==> src/rtl/bnn_layer_seq.sv <==
//==============================================================================
// Module   : bnn_layer_seq
// Purpose  : Pipelined XNOR-popcount binary NN layer with runtime-loadable
//            weights/thresholds and a 2-stage valid/ready datapath.
// Revision : 1.0 - initial release
//==============================================================================
`timescale 1ns/1ps
`default_nettype none

module bnn_layer_seq #(
  parameter int N_IN  = 6,
  parameter int N_NEU = 4,
  parameter int CW    = $clog2(N_IN + 1)
) (
  input  logic                  clk,
  input  logic                  reset,
  input  logic                  cfg_start,
  input  logic                  cfg_valid,
  input  logic [N_IN-1:0]       cfg_data,
  output logic                  cfg_busy,
  output logic                  cfg_done,
  input  logic                  mode,
  input  logic                  in_valid,
  output logic                  in_ready,
  input  logic [N_IN-1:0]       in_data,
  output logic                  out_valid,
  input  logic                  out_ready,
  output logic [N_NEU-1:0]      out_bits,
  output logic [N_NEU*CW-1:0]   out_sums
);

  localparam int              PW        = $clog2(2 * N_NEU);
  localparam logic [PW-1:0]   C_LAST    = PW'(2 * N_NEU - 1);
  localparam logic [CW-1:0]   C_THR_RST = CW'((N_IN + 1) / 2);
  localparam logic [CW:0]     C_NIN     = (CW+1)'(N_IN);

  typedef enum logic [0:0] {
    ST_RUN  = 1'b0,
    ST_LOAD = 1'b1
  } state_t;

  state_t              r_state;
  logic [PW-1:0]       r_ptr;
  logic                r_done;
  logic [N_IN-1:0]     r_weight [N_NEU];
  logic [CW-1:0]       r_thresh [N_NEU];
  logic                r_s1_valid;
  logic [CW-1:0]       r_s1_sum [N_NEU];

  logic                w_adv1;
  logic                w_adv2;
  logic                w_in_fire;
  logic                w_cfg_go;

  function automatic logic [CW-1:0] f_popcnt(input logic [N_IN-1:0] v);
    logic [CW-1:0] c;
    c = '0;
    for (int i = 0; i < N_IN; i++) c = c + CW'(v[i]);
    return c;
  endfunction

  function automatic logic f_act(input logic [CW-1:0] sum, input logic [CW-1:0] thr,
                                 input logic m);
    if (m) return ({sum, 1'b0} >= C_NIN);
    return (sum >= thr);
  endfunction

  assign w_adv2    = !out_valid | out_ready;
  assign w_adv1    = !r_s1_valid | w_adv2;
  assign in_ready  = (r_state == ST_RUN) & w_adv1;
  assign w_in_fire = in_valid & in_ready;
  // A vector entering stage 1 this very cycle also counts as in flight.
  assign w_cfg_go  = cfg_start & !r_s1_valid & !out_valid & !w_in_fire;

  assign cfg_busy  = (r_state == ST_LOAD);
  assign cfg_done  = r_done;

  always_ff @(posedge clk or posedge reset) begin
    if (reset) begin
      r_state <= ST_RUN;
      r_ptr   <= '0;
      r_done  <= 1'b0;
      for (int k = 0; k < N_NEU; k++) begin
        r_weight[k] <= '0;
        r_thresh[k] <= C_THR_RST;
      end
    end else begin
      r_done <= 1'b0;
      case (r_state)
        ST_RUN: begin
          if (w_cfg_go) begin
            r_state <= ST_LOAD;
            r_ptr   <= '0;
          end
        end
        ST_LOAD: begin
          if (cfg_start) begin
            r_ptr <= '0;
          end else if (cfg_valid) begin
            for (int k = 0; k < N_NEU; k++) begin
              if (r_ptr == PW'(k))         r_weight[k] <= cfg_data;
              if (r_ptr == PW'(N_NEU + k)) r_thresh[k] <= cfg_data[CW-1:0];
            end
            if (r_ptr == C_LAST) begin
              r_state <= ST_RUN;
              r_ptr   <= '0;
              r_done  <= 1'b1;
            end else begin
              r_ptr <= r_ptr + PW'(1);
            end
          end
        end
        default: r_state <= ST_RUN;
      endcase
    end
  end

  always_ff @(posedge clk or posedge reset) begin
    if (reset) begin
      r_s1_valid <= 1'b0;
      out_valid  <= 1'b0;
      out_bits   <= '0;
      out_sums   <= '0;
      for (int k = 0; k < N_NEU; k++) r_s1_sum[k] <= '0;
    end else begin
      if (w_adv1) begin
        r_s1_valid <= w_in_fire;
        if (w_in_fire) begin
          for (int k = 0; k < N_NEU; k++)
            r_s1_sum[k] <= f_popcnt(~(in_data ^ r_weight[k]));
        end
      end
      if (w_adv2) begin
        out_valid <= r_s1_valid;
        if (r_s1_valid) begin
          for (int k = 0; k < N_NEU; k++) begin
            out_sums[k*CW +: CW] <= r_s1_sum[k];
            out_bits[k]          <= f_act(r_s1_sum[k], r_thresh[k], mode);
          end
        end
      end
    end
  end

endmodule

`default_nettype wire
==> config.mk <==
export PLATFORM = sky130hd
export DESIGN_NAME = bnn_layer_seq
export DESIGN_NICKNAME = d
export VERILOG_FILES = /design/src/rtl/bnn_layer_seq.sv
export SDC_FILE = /design/constraint.sdc
export NUM_CORES = 1
export LEC_CHECK = 0
export ABC_CLOCK_PERIOD_IN_PS = 3450
export CORE_ASPECT_RATIO = 0.6
export CORE_UTILIZATION = 57
export DETAILED_ROUTE_END_ITERATION = 8
export GPL_TIMING_DRIVEN = 0
export MAX_ROUTING_LAYER = met4
export PLACE_DENSITY = 0.86
export SKIP_CTS_REPAIR_TIMING = 1
export SYNTH_ARGS = -nofsm -noshare
export SYNTH_HDL_FRONTEND = slang
export SYNTH_SLANG_ARGS = --single-unit
==> constraint.sdc <==
create_clock -name clk -period 3.45 [get_ports clk]
set_input_delay 0.69 -clock clk [delete_from_list [all_inputs] [get_ports clk]]
set_output_delay 0.69 -clock clk [all_outputs]
set_load 0.005 [all_outputs]
# [Word-level counts from Yosys, hierarchy flattened]
# Index checks and enable logic that the tools add are counted.
[classes] muxes=25 n_bitwise=17 eq_ne=9 order_cmp=8 addsub=21 n_reduce_logical=15
[ops] op="$add A3 B1 Y3" n=12
[ops] op="$reduce_and A4 Y1" n=8
[ops] op="$not A6 Y6" n=4
[ops] op="$xor A6 B6 Y6" n=4
[ops] op="$mux W1" n=19
[ops] op="$ge A4 B3 Y1 const B" n=4
[ops] op="$add A2 B1 Y3" n=4
[ops] op="$eq A3 B3 Y1 const B" n=4
[ops] op="$ge A3 B3 Y1" n=4
[ops] op="$mux W3" n=4
[ops] op="$add A1 B1 Y2" n=4
[ops] op="$eq A3 B2 Y1 const B" n=2
[ops] op="$pmux W3 S2" n=1
[ops] op="$reduce_and A2 Y1" n=3
[ops] op="$and A1 B1 Y1" n=5
[ops] op="$add A3 B1 Y3 const B" n=1
[ops] op="$eq A3 B1 Y1 const B" n=1
[ops] op="$logic_not A1 Y1" n=3
[ops] op="$logic_not A3 Y1" n=1
[ops] op="$ne A3 B3 Y1 const B" n=1
[ops] op="$ne A2 B2 Y1 const B" n=1
[ops] op="$not A1 Y1" n=2
[ops] op="$or A1 B1 Y1" n=2
[ops] op="$pmux W1 S2" n=1
[word_totals] output_inout_bits=20 inputBits=19 regBits=71 elab_cells=114

# [Depth between registers and ports, before layout]
# Gate-level depths: netlist of run 1.
[depth] word_depth=9 depth_mapped=8 ltp_nobuf=8

# [Worst setup path before layout of run 1]
# OpenSTA, ideal clock, no wires.
[synth_path] kind="input port to flip-flop" startpoint="input port in_data[0]" endpoint="register r_s1_sum[4] in the netlist's numbering" arrival_ns=2.812 cell_stages=8 setup_time_ns=0.125 path_slack_ns=0.513 path_cell_list="xnor2_1 > fa_1 > inv_1 > fa_1 > inv_1 > ha_1 > fa_1 > mux2_2"
[synth_between] elab_chain_cells=7
[synth_rtl] item="start, declared" line_no="25" source="input logic [N_IN-1:0] in_data,"
[synth_rtl] item="$xor A6 B6 Y6" line_no="130" source="r_s1_sum[k] <= f_popcnt(~(in_data ^ r_weight[k]));"
[synth_rtl] item="$not A6 Y6" line_no="130"
[synth_rtl] item="$add A1 B1 Y2" line_no="58" source="for (int i = 0; i < N_IN; i++) c = c + CW'(v[i]);"
[synth_rtl] item="$add A2 B1 Y3" line_no="58"
[synth_rtl] item="$add A3 B1 Y3 (3 in a row)" line_no="58"
[synth_rtl] item="end signal, assigned by index" line_no="130"
[synth_rtl] item="end, declared" line_no="48" source="logic [CW-1:0] r_s1_sum [N_NEU];"
# No other way between the ends.
# A chain may end at the register's enable or synchronous reset.

# [Worst setup path in the final report of run 1]
# Same ends and word-level chain as after synthesis.

==> results of run 1 <==
-- stage by stage --
step,util,power (mW),cells
after global routing,0.7153,3.289,425
final,0.7153,3.059,425
after CTS,0.7153,3.094,425
after detailed placement,0.6850,2.434,409
after floorplan,-,1.947,288
after global placement,0.6846,2.365,409
-- cell families (layout without fill, tap and decap cells) --
family	count (synthesis)	in the layout	synth area share
buffers and inverters	36	89	0.04715
AO/OA/AOI/OAI	36	36	0.06156
flip-flops	71	71	0.4676
adder cells (fa/ha/maj)	34	34	0.1349
AND/OR/NAND/NOR	30	30	0.04846
XOR/XNOR	24	24	0.05501
multiplexers	57	57	0.1853
-- power groups by stage --
| stage | combinational (mW) | clock, mW | sequential (mW) |
|---|---|---|---|
| after global placement | 1.12 | 0 | 1.25 |
| after floorplan | 0.735 | 0 | 1.21 |
| after CTS | 1.19 | 0.661 | 1.25 |
| after global routing | 1.31 | 0.703 | 1.28 |
| final | 1.16 | 0.651 | 1.25 |
| after detailed placement | 1.17 | 0 | 1.26 |
-- worst max-delay path, cell delays in order --
cell	delay, ns
clkdlybuf4s50_1	0.59
xnor2_1	0.14
fa_1	0.56
inv_1	0.09
fa_1	0.54
inv_1	0.04
ha_1	0.20
fa_1	0.42
mux2_2	0.26
-- worst paths after layout --
path / to / slack [ns] / cells after the start
max reg2reg: r_s1_sum[4] / 0.67 / 8
min: out_sums[5] / 0.50 / 1
max: r_s1_sum[4] / 0.15 / 9
min reg2reg: out_sums[5] / 0.50 / 1
max in group asynchronous: r_weight[8] / 1.99 / 2
min in group asynchronous: r_weight[0] / 0.86 / 2
-- layout make-up --
| type | instances | area (um^2) |
|---|---|---|
| Multi-Input combinational cell | 181 | 1854 |
| Sequential cell | 71 | 1787 |
| Fill cell | 479 | 1787 |
| Timing Repair Buffer | 37 | 370.4 |
| Clock buffer | 12 | 145.1 |
| Tap cell | 84 | 105.1 |
| Inverter | 27 | 103.9 |
| Buffer | 9 | 78.83 |
| Clock inverter | 4 | 45.04 |
-- cells in the final DEF, fill, tap and decap left out, drive strengths merged --
master	count
nor2b	1
mux2	56
a211o	5
nor3	2
xnor2	17
dfrtp	63
bufinv	1
buf	7
clkdlybuf4s50	37
inv	27
ha	22
nand3	3
nand3b	2
dfstp	8
a21oi	3
mux2i	1
clkbuf	14
o2bb2ai	3
o21ai	13
and3b	1
a31oi	4
o31ai	4
nand2b	9
clkinv	3
nand2	4
a211oi	4
fa	12
and4b	1
nor2	6
xor2	7
or2	1
-- registers in the layout (all words and copies together) (netlist names) --
signal and flops:
out_valid 1, r_s1_valid 1, r_thresh 12, out_bits 4, r_s1_sum 12, out_sums 12, r_ptr 3, cfg_done 1
r_weight 24, cfg_busy 1
-- metal layers --
layer	vias to the layer above	share of wire	global-route usage
li1	1088	-	-
met2	56	0.44	0.3285
met5	-	0	-
met3	4	0.044	0.05754
met1	1183	0.52	0.3591
met4	0	0.0053	0.07534
==> PnR_summary.wiki, run 1 <==
{| class="wikitable"
! Metric !! Value
|-
| RSZ-0062 raised after global routing || false
|-
| Register bit total from synthesis || 71
|-
| Remaining design rule violation count || 0
|-
| Number of hold violations in the final report || 0
|-
| Gpl congestion || around 0.85
|-
| Remaining number of nets flagged by the antenna check after routing || 0
|-
| Net switching share of the total power || 0.3220
|-
| Maximum number of pins on one net before global-route repair || roughly 70
|-
| Async S/R FF share, synth || 1.000
|-
| Setup violators final || 0
|-
| Number of violations of the max-capacitance limit || 0
|-
| Worst-path clk slew || 0.07 ns
|-
| CTS tree || yes
|-
| Share of the synthesized area in the top cell type || 0.4126
|-
| Number of DRC markers after the initial detailed-route iteration || 62
|-
| Buffer type at the clock tree root || clkbuf_8
|-
| Number of placement rows || 22
|-
| Sink count of the clock tree || 71
|-
| Launch instance of the worst register-to-register path || r_weight[6]
|-
| Max IR drop VDD || between 0.2 and 0.3 mV
|-
| Buffer depth of the longest clock path || 2
|-
| Total routing resource utilization after global routing || 0.2424
|-
| Post-layout nets || ~390
|-
| Initial Utilization || 0.6089
|-
| Sw power || 985.0 uW
|-
| Top_reg_cell synth || dfrtp_1
|-
| Number of pins exceeding their max-slew limit in the final report || 0
|-
| CP Max Fanout || 4
|-
| Sequential share of power || 0.407
|-
| Number of antenna violations at the first check in global routing || 0
|-
| Post-DR vias/cell || around 5.5
|-
| Skew final || a little under 0.005 ns
|-
| Critical path capture point type || flop
|-
| Mean post-synth cell area || approximately 13 um^2
|-
| Largest area contributor in the netlist || dfrtp_1
|-
| Highest achievable clock rate || between 300 and 400 MHz
|-
| Startpoint type of the worst setup path || input pin
|-
| DRT Pass-1 Iters || 4
|-
| Detailed-route wire length per cell || 16.84 um
|-
| Data required, critical path || ~3.7 ns
|-
| Syn nets || 341
|-
| P&R area growth vs syn || 17.49%
|-
| Clock share of power || 0.213
|-
| Antenna cell count || 0
|-
| Number of global-route vias before repair || between 2k and 2.5k
|-
| Data arrival, critical path || about 3.5 ns
|-
| Pin slew with the least headroom to its limit || roughly 0.9 ns
|-
| Total wire length || ~7000 um
|-
| Crit. Startpoint || in_data[0]
|-
| Clock latency of the later-clocked register in the worst-skew pair || roughly 0.34 ns
|-
| Vias || roughly 2.3k
|-
| Final instance area || between 4000 and 5000 um^2
|-
| Overall die height || ~65 um
|-
| Proportion of layout cells with a drive suffix above 1 || 0.2551
|-
| Cell Int Power || around 2.1 mW
|-
| Global-route wire length before repair || between 10000 and 15000 um
|-
| Top-level port count || 39
|-
| CORE AREA || around 6300 um^2
|-
| Number of warnings printed during yosys synthesis || 0
|-
| Half-perimeter wire length after placement || roughly 5400 um
|-
| Final Worst Setup Slack || between 0.15 and 0.2 ns
|-
| Fraction of the cycle the final worst path needs || 0.9556
|-
| Most frequent cells after synthesis || dfrtp_1, mux2_2, inv_1
|-
| CTS H-tree depth || 3
|-
| Netlist area before placement || around 3800 um^2
|-
| Final-layout setup total negative slack || 0 ns
|-
| Startpoint of the tightest hold check path || out_sums[5]
|-
| Inserted Clock Buffers || 9
|-
| Hold Crit Class || flop to flop
|-
| Cells after synthesis || 288
|-
| Post-layout min period || 3.297 ns
|-
| Library cells used by synthesis || 34
|-
| Portion of the post-synthesis area used by sequential elements || 0.4676
|-
| Final worst hold slack || slightly below 0.5 ns
|-
| Leakage power summed over all cells || 2.084 nW
|-
| Worst slack, placed || -0.1941 ns
|-
| Die extent in x || around 110 um
|-
| Most frequent cell after synthesis || dfrtp_1
|-
| Total congestion overflow || 0
|-
| Slew Limit Headroom || 0.4162
|-
| Ranking of synthesized cells by area || dfrtp_1, mux2_2, ha_1
|-
| Pwr per Cell Area || around 680 nW/um^2
|-
| Worst setup path class || input pin to flop
|-
| Fraction of power consumed by combinational cells || 0.380
|-
| Area post-placement || between 4000 and 5000 um^2
|-
| Outcome || finished clean
|-
| Number of synthesized flops with an enable pin || 0
|-
| Number of buffer cells added on primary ports || 37
|-
| Total die area || approximately 7000 um^2
|}
Power figures use the tool's default switching activity.
==> run 2, diff against run 1 <==
CORE_UTILIZATION = 50   (was 57)
PLACE_DENSITY = 0.78   (was 0.86)
RECOVER_POWER = 50   (was default)
==> PnR_summary.wiki, run 2 (synthesis results as in run 1) <==
{| class="wikitable"
! Metric !! Value
|-
| Post-DR vias/cell || 5.249 (-4.3%)
|-
| Clock latency of the later-clocked register in the worst-skew pair || 0.33 ns (about the same)
|-
| Number of violations of the max-capacitance limit || 0 (unchanged)
|-
| CP Max Fanout || 4 (unchanged)
|-
| CORE AREA || 7327 um^2 (+17%)
|-
| Inserted Clock Buffers || 9 (unchanged)
|-
| Total routing resource utilization after global routing || 0.2183 (-0.02413)
|-
| Reg2reg setup slack || 0.64 ns (-0.03 ns)
|-
| Buffering stage count on the worst path with inverters included || 2 (-1)
|-
| Cell count along the critical path || 8 (-1)
|-
| Remaining number of nets flagged by the antenna check after routing || 0 (unchanged)
|-
| Top delay family on crit path || adder cells
|-
| Most frequent cells in the layout || dfrtp_1, mux2_2, clkdlybuf4s50_1
|-
| Slew Limit Headroom || 0.02253 (-0.3937)
|-
| Critical Path, Cell by Cell || clkdlybuf4s50_1, xor2_1, fa_1, fa_1, inv_1, ha_1, fa_1, mux2_2
|-
| Total die area || 8007 um^2 (+14%)
|-
| Number of DRC markers after the initial detailed-route iteration || 68 (+9.7%)
|-
| Min-Delay Endpoint || out_sums[4]
|-
| Proportion of layout cells with a drive suffix above 1 || 0.2463 (-0.008798)
|-
| Max reg flops || 24 (unchanged)
|-
| Setup violators final || 0 (unchanged)
|-
| Most frequent standard cell in the layout excluding fill and tap cells || dfrtp_1
|-
| Register bank with the most flops || r_weight
|-
| Global-route wire length before repair || 12250 um (+2.1%)
|-
| Depth of the worst register-to-register path || 8 (unchanged)
|-
| Startpoint type of the worst setup path || input pin
|-
| Number of cells on the worst hold path || 1 (unchanged)
|-
| Data required, critical path || 3.67 ns (about the same)
|-
| Maximum number of pins on one net before global-route repair || 72 (unchanged)
|-
| Filler cell count in the final layout || 623 (+30%)
|-
| Number of hold violations in the final report || 0 (unchanged)
|-
| Total congestion overflow || 0 (unchanged)
|-
| Post-layout nets || 389 (unchanged)
|-
| Vias || 2336 (+0.21%)
|-
| Antenna cell count || 0 (unchanged)
|-
| Skew final || 0.005785 ns (+0.0008827 ns)
|-
| Number of global-route vias before repair || 2341 (+2.5%)
|-
| Buffer depth of the longest clock path || 2 (unchanged)
|-
| Top-level port count || 39 (unchanged)
|-
| Cell mode on critical path || fa_1
|-
| Remaining design rule violation count || 0 (unchanged)
|-
| Pin slew with the least headroom to its limit || 1.466 ns (+0.5906 ns)
|-
| Cell type of the slowest stage on the worst timing path || clkdlybuf4s50_1
|-
| Half-perimeter wire length after placement || 5614 um (+3.1%)
|-
| Overall die height || 69.72 um (+6.6%)
|-
| Detailed-route wire length per cell || 16.47 um (-2.2%)
|-
| Total wire length || 7329 um (+2.4%)
|-
| Destination of the worst register-to-register timing path || r_s1_sum[4]
|-
| Gpl congestion || 0.8372 (-1.4%)
|-
| Launch instance of the worst register-to-register path || r_weight[6]
|-
| Highest achievable clock rate || 302.3 MHz (-0.34%)
|-
| Max IR drop VDD || 0.3702 mV (+27%)
|-
| Fraction of the cycle the final worst path needs || 0.9588 (+0.003241)
|-
| Largest incremental delay on the critical path || 0.60 ns (about the same)
|-
| CTS tree || yes
|-
| CTS H-tree depth || 3 (unchanged)
|-
| DRT Pass-1 Iters || 5 (+1)
|-
| P&R area growth vs syn || 20.10%
|-
| Hold Crit Class || flop to flop
|-
| Area post-placement || 4324 um^2 (+0.58%)
|-
| Die extent in x || 114.9 um (+6.6%)
|-
| Buffer type at the clock tree root || clkbuf_16
|-
| Sink count of the clock tree || 71 (unchanged)
|-
| Leakage power summed over all cells || 2.123 nW (+1.9%)
|-
| Outcome || finished clean
|-
| Number of pins exceeding their max-slew limit in the final report || 0 (unchanged)
|-
| Worst setup path class || input pin to flop
|-
| Number of buffer cells added on primary ports || 37 (unchanged)
|-
| Critical path capture point type || flop
|-
| Worst-path clk slew || 0.05 ns (-0.02 ns)
|-
| Startpoint of the tightest hold check path || out_sums[4]
|-
| RSZ-0062 raised after global routing || false
|-
| Data arrival, critical path || 3.52 ns (about the same)
|-
| Post-layout min period || 3.308 ns (+0.01118 ns)
|-
| Number of antenna violations at the first check in global routing || 0 (unchanged)
|-
| Number of placement rows || 24 (+9.1%)
|-
| Final instance area || 4589 um^2 (+2.2%)
|-
| Initial Utilization || 0.5215 (-0.08734)
|-
| Pwr per Cell Area || 710.6 nW/um^2 (+4.3%)
|-
| Final worst hold slack || 0.4880 ns (-0.008172 ns)
|}
-- run 2: cell types whose count changed in the layout (fill, tap and decap cells not counted), sizes merged --
cell,change
dlymetal6s2s,+1
bufinv,-1
clkdlybuf4s50,-5
clkinv,-2
dlygate4sd3,+4
buf,-1
clkbuf,+4
-- run 2: worst reg2reg max path, delay by kind of cell (launching register included) --
family,cells,cell delay [ns]
multiplexers,1,0.27
adder cells (fa/ha/maj),4,1.75
XOR/XNOR,1,0.16
flip-flops,1,0.39
buffers and inverters,2,0.13
-- run 2: power breakdown --
group          switching, mW  internal, mW  total [mW]
Combinational          0.505         0.662        1.17
Clock                  0.320         0.525       0.845
Sequential             0.182          1.07        1.25
-- run 2: layer usage --
layer	global-route usage	part of all wire	routed length (um)
met5	-	0	0
met4	0.06061	0.013	95
met3	0.06643	0.067	492
met2	0.2932	0.41	3025
met1	0.3177	0.51	3717
-- run 2: how the worst max path moves through the flow --
stage / start / to / slack, ns
2_1_floorplan: in_data[0] / r_s1_sum[4] / 0.51
3_3_place_gp: reset / out_sums[2] / -0.18
3_5_place_dp: in_data[0] / r_s1_sum[4] / -0.26
4_1_cts: in_data[0] / r_s1_sum[4] / 0.1
5_1_grt: in_data[1] / r_s1_sum[1] / 0.03
6_report: in_data[1] / r_s1_sum[1] / 0.14
-- run 2: through the flow --
stage / power [mW] / setup WS [ns] / setup TNS, ns / utilization / cells
floorplan: 1.947 / 0.5132 / 0 / - / 288
global placement: 2.372 / -0.1781 / -11.53 / 0.5898 / 429
detailed placement: 2.453 / -0.2597 / -1.051 / 0.5902 / 429
CTS: 3.319 / 0.09786 / 0 / 0.6274 / 445
global route: 3.518 / 0.03061 / 0 / 0.6264 / 445
finish: 3.261 / 0.1420 / 0 / 0.6264 / 445
-- run 2: layout make-up --
cell class              instances  area, um^2  share of cell area
clock inverters                 1       5.005            0.001091
repair buffers                 37       372.9             0.08124
well taps                     104       130.1             0.02835
flip-flops and latches         71        1787              0.3893
multi-input cells             181        1854              0.4040
clock buffers                  15       267.8             0.05834
inverters                      27       101.3             0.02208
plain buffers                   9       71.32             0.01554
